[config.mk]
export PLATFORM = sky130hd
export DESIGN_NAME = dot_product_row_feeder
export DESIGN_NICKNAME = d
export VERILOG_FILES = /design/src/rtl/dot_feeder_pkg.sv /design/src/rtl/dot_feeder_timer.sv /design/src/rtl/dot_product_row_feeder.sv
export SDC_FILE = /design/constraint.sdc
export NUM_CORES = 1
export LEC_CHECK = 0
export CAP_MARGIN = 20
export CORE_AREA = 3 3 437 439
export DETAILED_ROUTE_END_ITERATION = 7
export DIE_AREA = 0 0 440 442
export PLACE_DENSITY_LB_ADDON = 0.12
export SLEW_MARGIN = 20
export SYNTH_ARGS = -nofsm -noshare
export SYNTH_HDL_FRONTEND = slang
export SYNTH_SLANG_ARGS = --single-unit
[constraint.sdc]
create_clock -name clk -period 3.1 [get_ports clk]
set_clock_uncertainty 0.1 [all_clocks]
set_input_delay 0.93 -clock clk [delete_from_list [all_inputs] [get_ports clk]]
set_output_delay 0.93 -clock clk [all_outputs]
set_load 0.01 [all_outputs]
[src/rtl/dot_feeder_pkg.sv]
// Shared types and constants for the dot-product row feeder.
package dot_feeder_pkg;

  typedef enum logic [2:0] {
    S_IDLE,
    S_FETCH,
    S_WAIT_MEM,
    S_ENG_RST,
    S_LAUNCH,
    S_WAIT_FIN,
    S_OUTPUT
  } state_t;

  // IEEE-754 single-precision constants
  localparam logic [31:0] FP_ONE     = 32'h3F800000;
  localparam logic [31:0] FP_TWO     = 32'h40000000;
  localparam logic [31:0] FP_SIXTEEN = 32'h41800000;

  // Width of a down-counter able to hold the largest of the three loads
  function automatic int unsigned cnt_width(input int unsigned a,
                                            input int unsigned b,
                                            input int unsigned c);
    int unsigned m;
    m = a;
    if (b > m) m = b;
    if (c > m) m = c;
    return $clog2(m + 1);
  endfunction

endpackage

[src/rtl/dot_feeder_timer.sv]
// Loadable down-counter with zero flag; holds at zero.
module dot_feeder_timer #(
  parameter int unsigned W = 7
) (
  input  logic         clk,
  input  logic         reset,
  input  logic         i_load,
  input  logic [W-1:0] i_load_val,
  input  logic         i_dec,
  output logic         o_zero
);

  logic [W-1:0] r_count;

  // Load has priority over decrement; decrement saturates at zero
  always_ff @(posedge clk) begin
    if (reset)
      r_count <= '0;
    else if (i_load)
      r_count <= i_load_val;
    else if (i_dec && (r_count != '0))
      r_count <= r_count - W'(1);
  end

  assign o_zero = (r_count == '0);

endmodule

[src/rtl/dot_product_row_feeder.sv]
// Sequencer feeding matrix rows and a latched vector into the dot-product
// engine, emitting one scalar result per row on a valid/ready stream.
module dot_product_row_feeder
  import dot_feeder_pkg::*;
#(
  parameter int NI         = 8,
  parameter int ADDR_W     = 10,
  parameter int ROW_W      = 10,
  parameter int MEM_LAT    = 1,
  parameter int RST_CYCLES = 2,
  parameter int TIMEOUT    = 64
) (
  input  logic                clk,
  input  logic                reset,
  input  logic                start,
  input  logic [ROW_W-1:0]    num_rows,
  input  logic [ADDR_W-1:0]   base_addr,
  input  logic [32*NI-1:0]    vector_in,
  output logic                mem_rd_en,
  output logic [ADDR_W-1:0]   mem_addr,
  input  logic [32*NI-1:0]    mem_rd_data,
  output logic                eng_reset,
  output logic [32*NI-1:0]    eng_first_row,
  output logic [32*NI-1:0]    eng_second_row,
  output logic                eng_read_now,
  input  logic                eng_finish,
  input  logic [31:0]         eng_result,
  output logic                res_valid,
  output logic [31:0]         res_data,
  output logic [ROW_W-1:0]    res_index,
  input  logic                res_ready,
  output logic                busy,
  output logic                done,
  output logic                error
);

  localparam int unsigned CW = cnt_width(MEM_LAT, RST_CYCLES, TIMEOUT);

  state_t              r_state;
  logic [ROW_W-1:0]    r_row;
  logic [ROW_W-1:0]    r_num_rows;
  logic [ADDR_W-1:0]   r_base;

  logic                w_tmr_load;
  logic                w_tmr_dec;
  logic [CW-1:0]       w_tmr_val;
  logic                w_tmr_zero;
  logic [ROW_W-1:0]    w_next_row;
  logic                w_last_row;

  assign w_next_row = r_row + ROW_W'(1);
  assign w_last_row = (r_row == (r_num_rows - ROW_W'(1)));

  // One timer serves memory latency, engine-reset hold and finish timeout;
  // each load is value-1 so the state lasts exactly that many cycles
  always_comb begin
    w_tmr_load = 1'b0;
    w_tmr_dec  = 1'b0;
    w_tmr_val  = '0;
    case (r_state)
      S_FETCH: begin
        w_tmr_load = 1'b1;
        w_tmr_val  = CW'(MEM_LAT - 1);
      end
      S_WAIT_MEM: begin
        if (w_tmr_zero) begin
          w_tmr_load = 1'b1;
          w_tmr_val  = CW'(RST_CYCLES - 1);
        end else begin
          w_tmr_dec = 1'b1;
        end
      end
      S_ENG_RST:  w_tmr_dec = !w_tmr_zero;
      S_LAUNCH: begin
        w_tmr_load = 1'b1;
        w_tmr_val  = CW'(TIMEOUT - 1);
      end
      S_WAIT_FIN: w_tmr_dec = !eng_finish && !w_tmr_zero;
      default: ;
    endcase
  end

  dot_feeder_timer #(.W(CW)) u_timer (
    .clk        (clk),
    .reset      (reset),
    .i_load     (w_tmr_load),
    .i_load_val (w_tmr_val),
    .i_dec      (w_tmr_dec),
    .o_zero     (w_tmr_zero)
  );

  // Main sequencer; every output is registered and set on the transition
  // into the state that owns it
  always_ff @(posedge clk) begin
    if (reset) begin
      r_state        <= S_IDLE;
      r_row          <= '0;
      r_num_rows     <= '0;
      r_base         <= '0;
      mem_rd_en      <= 1'b0;
      mem_addr       <= '0;
      eng_reset      <= 1'b1;
      eng_read_now   <= 1'b0;
      eng_first_row  <= '0;
      eng_second_row <= '0;
      res_valid      <= 1'b0;
      res_data       <= '0;
      res_index      <= '0;
      busy           <= 1'b0;
      done           <= 1'b0;
      error          <= 1'b0;
    end else begin
      done         <= 1'b0;
      mem_rd_en    <= 1'b0;
      eng_read_now <= 1'b0;
      case (r_state)
        S_IDLE: begin
          if (start) begin
            if (num_rows == '0) begin
              done <= 1'b1;
            end else begin
              r_num_rows     <= num_rows;
              r_base         <= base_addr;
              eng_second_row <= vector_in;
              r_row          <= '0;
              error          <= 1'b0;
              busy           <= 1'b1;
              mem_rd_en      <= 1'b1;
              mem_addr       <= base_addr;
              eng_reset      <= 1'b0;
              r_state        <= S_FETCH;
            end
          end
        end
        S_FETCH: r_state <= S_WAIT_MEM;
        S_WAIT_MEM: begin
          if (w_tmr_zero) begin
            eng_first_row <= mem_rd_data;
            eng_reset     <= 1'b1;
            r_state       <= S_ENG_RST;
          end
        end
        S_ENG_RST: begin
          if (w_tmr_zero) begin
            eng_reset    <= 1'b0;
            eng_read_now <= 1'b1;
            r_state      <= S_LAUNCH;
          end
        end
        S_LAUNCH: r_state <= S_WAIT_FIN;
        S_WAIT_FIN: begin
          if (eng_finish) begin
            res_data  <= eng_result;
            res_index <= r_row;
            res_valid <= 1'b1;
            r_state   <= S_OUTPUT;
          end else if (w_tmr_zero) begin
            error     <= 1'b1;
            done      <= 1'b1;
            busy      <= 1'b0;
            eng_reset <= 1'b1;
            r_state   <= S_IDLE;
          end
        end
        S_OUTPUT: begin
          if (res_ready) begin
            res_valid <= 1'b0;
            if (w_last_row) begin
              done      <= 1'b1;
              busy      <= 1'b0;
              eng_reset <= 1'b1;
              r_state   <= S_IDLE;
            end else begin
              r_row     <= w_next_row;
              mem_addr  <= r_base + ADDR_W'(w_next_row);
              mem_rd_en <= 1'b1;
              r_state   <= S_FETCH;
            end
          end
        end
        default: r_state <= S_IDLE;
      endcase
    end
  end

endmodule

; Word level (Yosys, flattened, before mapping)
; Index checks and enable logic that the tools add are counted.
[totals]
out_inout_bits = 571
regBits = 611
[classes]
n_addsub = 4
n_bitwise = 2
n_eq_ne = 18
n_reduce_logical = 25
muxes = 58
[ops]
columns = op, count
row1 = 10-bit 2-to-1 mux, 8
row2 = 10-bit one-hot mux with 2 select lines, 2
row3 = 1-bit 2-to-1 mux, 29
row4 = 3-bit 2-to-1 mux, 7
row5 = 3-bit one-hot mux with 7 select lines, 1
row6 = 2-bit != test (second input constant), 10
row7 = 7-bit 2-to-1 mux, 2
row8 = 7-bit AND reduction, 2
row9 = 6-bit one-hot mux with 2 select lines, 1
row10 = 10-bit by 1-bit adder with 10-bit output (second input constant), 1
row11 = 10-bit adder, 1
row12 = 10-bit == test, 1
row13 = 10-bit zero test, 1
row14 = 5-bit AND reduction, 2
row15 = 10-bit by 1-bit subtractor with 10-bit output (second input constant), 1
row16 = 3-bit == test (second input constant), 3
row17 = 1-bit one-hot mux with 3 select lines, 3
row18 = 1-bit one-hot mux with 2 select lines, 4
row19 = 2-bit nonzero test, 4
row20 = 7-bit zero test, 1
row21 = 7-bit nonzero test, 1
row22 = 7-bit by 1-bit subtractor with 7-bit output (second input constant), 1
row23 = 3-bit by 2-bit == test with 1-bit output (second input constant), 2
row24 = 3-bit AND reduction, 2
row25 = other kinds (12), 17

; Depth between registers and ports, before layout
[logic_depth]
word_depth = 7
mapped_depth = 12
mapped_depth_nobuf = 11

; Cells and area by module
; From an unflattened synthesis, not the netlist that was laid out.
[unflattened]
cells_unflattened = 2857
area_unflattened_um2 = 22312.6
[modules_own_cells]
columns = module, area_per_inst_um2, cells_per_inst, n_inst
row1 = dot_product_row_feeder, 21893.5, 2809, 1
row2 = dot_feeder_timer, 419.2, 48, 1

; Least setup slack after synthesis
; No wires, ideal clock.
[synth_timing]
path_type = register to register
start = reg r_row[1]
end = reg mem_addr[9]
path_slack_ps = 602
setup_time_ps = 96
path_buffers = 0
stages_incl_launch_ff = 12
required_time_ps = 2904
t_arrival_ps = 2302
path_cell_list = dfxtp_1 -> ha_1 -> and3_1 -> xor2_1 -> ha_1 -> a21oi_1 -> o211ai_1 -> a21oi_1 -> o21ai_0 -> xnor2_1 -> mux2i_1 -> a221oi_1
[synth_between]
elab_chain_len = 5
elab_cells_between_ends = 8
classes_between = add/sub (2) / eq/ne (2) / mux (3) / reduce/logical (1)
[synth_rtl]
columns = element, line
row1 = start: declaration, dot_product_row_feeder.sv:40  ; logic [ROW_W-1:0] r_row;
row2 = start signal: assignment, dot_product_row_feeder.sv:174  ; r_row <= w_next_row;
row3 = 10-bit by 1-bit adder with 10-bit output, dot_product_row_feeder.sv:51  ; assign w_next_row = r_row + ROW_W'(1);
row4 = 10-bit adder, dot_product_row_feeder.sv:175  ; mem_addr <= r_base + ADDR_W'(w_next_row);
row5 = 10-bit 2-to-1 mux, dot_product_row_feeder.sv:168  ; if (w_last_row) begin
row6 = 10-bit 2-to-1 mux, dot_product_row_feeder.sv:166  ; if (res_ready) begin
row7 = 10-bit one-hot mux with 2 select lines, dot_product_row_feeder.sv:116  ; case (r_state)
row8 = end signal: assignment, dot_product_row_feeder.sv:129  ; mem_addr <= base_addr;
row9 = end signal: assignment, dot_product_row_feeder.sv:175
row10 = end: declaration, dot_product_row_feeder.sv:20  ; output logic [ADDR_W-1:0] mem_addr,
; Parallel ways exist; a longest one is shown, timed or not. The select of a mux whose other input is x is not followed.
; A chain may end at the register's enable or synchronous reset.

; Worst setup path in the final report
[layout_timing]
start = reg busy
end = out busy
[layout_rtl]
columns = element, line
row1 = start: declaration, dot_product_row_feeder.sv:32  ; output logic busy,
row2 = start signal: assignment, dot_product_row_feeder.sv:109  ; busy <= 1'b0;
row3 = start signal: assignment, dot_product_row_feeder.sv:127  ; busy <= 1'b1;
row4 = start signal: assignment, dot_product_row_feeder.sv:160  ; busy <= 1'b0;
; No word-level cell between the ends.

==> flow_metrics.env <==
export IMPL_dieWidth_um=440
export IMPL_seq_area_frac_synth_pct=54.72
export IMPL_totalWireLength_um=131200
export IMPL_cp_start_kind="flop"
export IMPL_final_hold_viol_count=0
export IMPL_root_buffer="clkbuf_16"
export IMPL_portBuffers=1139
export IMPL_place_area_um2=37400
export IMPL_grt_max_degree=95
export IMPL_cts_sinks=611
export IMPL_coreArea_um2=187600
export IMPL_rsz0062_at_grt="no"
export IMPL_worstPathRequired_ns=2.07
export IMPL_crit_type="reg -> out"
export IMPL_synthFlopType="dfxtp_1"
export IMPL_insertion_delay_ns=0.69
export IMPL_cp_end_kind="primary output"
export IMPL_yosysWarnings=0
export IMPL_drtPass1Iterations=5
export IMPL_synth_common_cells="nand2_1, dfxtp_1, a21oi_1"
export IMPL_die_h_um=442
export IMPL_cts_tree="yes"
export IMPL_yosysMostFrequentCell="nand2_1"
export IMPL_gp_congestion=0.8220
export IMPL_synth_cells=2859
export IMPL_drc_errors=0
export IMPL_worst_path_buf_inv=1
export IMPL_worst_pin_slew_ns=0.5942
export IMPL_finalMaxSlewViolations=0
export IMPL_relSlewSlack_pct=59.86
export IMPL_drive_above_1_share_pct=6.829
export IMPL_cts_buffers_inserted=85
export IMPL_finalCriticalPeriod_ns=2.807
export IMPL_final_core_util_pct=21.43
export IMPL_slowest_stage="clkdlybuf4s50_1"
export IMPL_synth_edf_count=0
export IMPL_dp_hpwl_um=101900
export IMPL_ys_async_sr_fraction_pct=0
export IMPL_start_util_pct=11.91
export IMPL_cts_max_level=3
export IMPL_synthesis_nets=3441
export IMPL_p_leak_nw=13.61
export IMPL_rows=159
export IMPL_num_vias=23417
export IMPL_crit_family="buffers and inverters"
export IMPL_max_stage_delay_ns=0.67
export IMPL_synth_seq_cells=611
export IMPL_drt_antenna_violating_nets=0
export IMPL_synth_top_area_share_pct=54.72
export IMPL_dp_cells=6403
export IMPL_finalCritPeriodShare_pct=90.55
export IMPL_syn2layout_area_growth_pct=79.83
export IMPL_hold_worst_slack_ns=0.3493
export IMPL_final_cell_count_no_fill=6563
export IMPL_grt_pass1_vias=23332
export IMPL_drt_wirelength_per_cell_um=19.99
export IMPL_path_cells="clkdlybuf4s50_1"
export IMPL_cp_arrival_ns=1.78
export IMPL_io_pins=1140
export IMPL_antenna_found_initial=28
export IMPL_grt_usage_pct=12.96
export IMPL_ctsLongestPathBuffers=3
export IMPL_vdd_drop_max_mv=0.4125
export IMPL_setup_viol_count_final=0
export IMPL_cap_violations=0
export IMPL_min_path_type="reg -> reg"
export IMPL_synthTopCellsByArea="dfxtp_1, nand2_1, a21oi_1"
export IMPL_fin_tns_setup_ns=0
export IMPL_grt_pass1_wl_um=183000
export IMPL_max_freq_mhz=356.2
export IMPL_final_area_um2=40190
export IMPL_die_area_um2=194500
export IMPL_synthesis_area_um2=22350
export IMPL_nNetsFinal=4577
export IMPL_synth_area_per_cell_um2=7.818
export IMPL_crit_fanout=3
export IMPL_routed_via_density=3.568
export IMPL_grt_overflow_total=0
export IMPL_outcome="finished clean"
export IMPL_synth_cell_type_count=65
export IMPL_drt_iter0_drc=929
export IMPL_power_density_nw_per_um2=741.7
export IMPL_clkTransAtPathRegs_ns=0.07
export IMPL_yosysTopAreaCell="dfxtp_1"
-- per-stage QoR --
step	power, mW	setup slack (ns)
after floorplan	14.36	0.6024
after CTS	30.67	0.06199
after global routing	31.69	0.03463
final	29.81	0.2929
after global placement	20.38	-0.3358
after detailed placement	20.36	-0.2171
-- worst reg2reg max path: stages (launching register included) --
cell and delay (ns):
dfxtp_1 0.34, and3_1 0.24, and3_2 0.26, xor2_1 0.21, ha_1 0.33, a21oi_1 0.19
o211ai_1 0.12, a21oi_2 0.20, o21ai_1 0.14, xnor2_1 0.21, mux2i_1 0.11, a221oi_1 0.27
-- registers in the layout (all words and copies together), names as in the netlist --
| name | flops |
|---|---|
| eng_first_row | 256 |
| eng_second_row | 256 |
| res_data | 32 |
| mem_addr | 10 |
| r_base | 10 |
| r_num_rows | 10 |
| r_row | 10 |
| res_index | 10 |
| u_timer.r_count | 7 |
| r_state | 3 |
| busy | 1 |
| done | 1 |
| eng_read_now | 1 |
| eng_reset | 1 |
| error | 1 |
| mem_rd_en | 1 |
| res_valid | 1 |
-- path summary, 6_finish.rpt --
path / from / to / slack (ns) / depth (start not counted)
worst min register to register: eng_second_row[191]$_SDFFE_PP0P_ / eng_second_row[191]$_SDFFE_PP0P_ / 0.35 / 2
worst max register to register: r_row[4]$_SDFFE_PP0P_ / mem_addr[9]$_SDFFE_PP0P_ / 0.30 / 11
worst min-delay path: eng_second_row[191]$_SDFFE_PP0P_ / eng_second_row[191]$_SDFFE_PP0P_ / 0.35 / 2
worst max-delay path: busy$_SDFFE_PP0P_ / busy / 0.29 / 1
-- final cells by class --
| class | count | area (µm²) |
|---|---|---|
| repair buffers | 1263 | 12790 |
| inverters | 10 | 37.54 |
| diodes | 12 | 30.03 |
| fillers | 20934 | 147400 |
| well taps | 2495 | 3122 |
| multi-input cells | 2024 | 9230 |
| clock buffers | 131 | 2480 |
| clock inverters | 17 | 275.3 |
| flip-flops and latches | 611 | 12230 |
-- kinds of logic (layout without fill, tap and decap cells) --
| logic type | after synthesis | in the layout | synth area share [%] |
|---|---|---|---|
| other cells | 0 | 12 | 0 |
| buf+inv | 224 | 1421 | 4.154 |
| mux | 2 | 2 | 0.08957 |
| flops | 611 | 611 | 54.72 |
| xor+xnor | 26 | 26 | 1.019 |
| simple gates | 1307 | 1307 | 23.00 |
| fa+ha+maj | 13 | 13 | 0.7613 |
| compound gates | 676 | 676 | 16.25 |
-- report_power, final --
group	total [mW]	switching [mW]	internal [mW]
clock network	9.90	4.06	5.84
registers	9.94	0.773	9.17
logic	9.97	5.41	4.56
total	29.8	10.2	19.6
-- metal layers --
layer	up-vias	global-route usage (%)	part of all wire [%]
met3	144	4.517	7.8
met4	14	3.309	2.0
li1	11649	-	-
met5	-	0	0.063
met1	10918	14.82	40
met2	692	22.81	50
-- layout by cell type (no fill, tap or decap), types with 12 or more instances in the layout --
| cell type | n |
|---|---|
| dfxtp_1 | 611 |
| nor2_1 | 31 |
| nand2_1 | 1184 |
| o21ai_0 | 25 |
| clkdlybuf4s50_1 | 1138 |
| clkbuf_8 | 18 |
| clkbuf_16 | 85 |
| ha_1 | 12 |
| a21oi_1 | 598 |
| nor3_1 | 23 |
| clkbuf_1 | 28 |
| diode_2 | 12 |
| nand3_1 | 13 |
| buf_12 | 36 |
| buf_4 | 88 |
| xnor2_1 | 19 |
-- repair_timing --
item / CTS / global route
setup endpoints to repair: 0 / 1
setup buffers: 0 / 0
hold buffers: 0 / 0
gates resized for setup: 0 / 3
(Power assumes the default switching activity.)
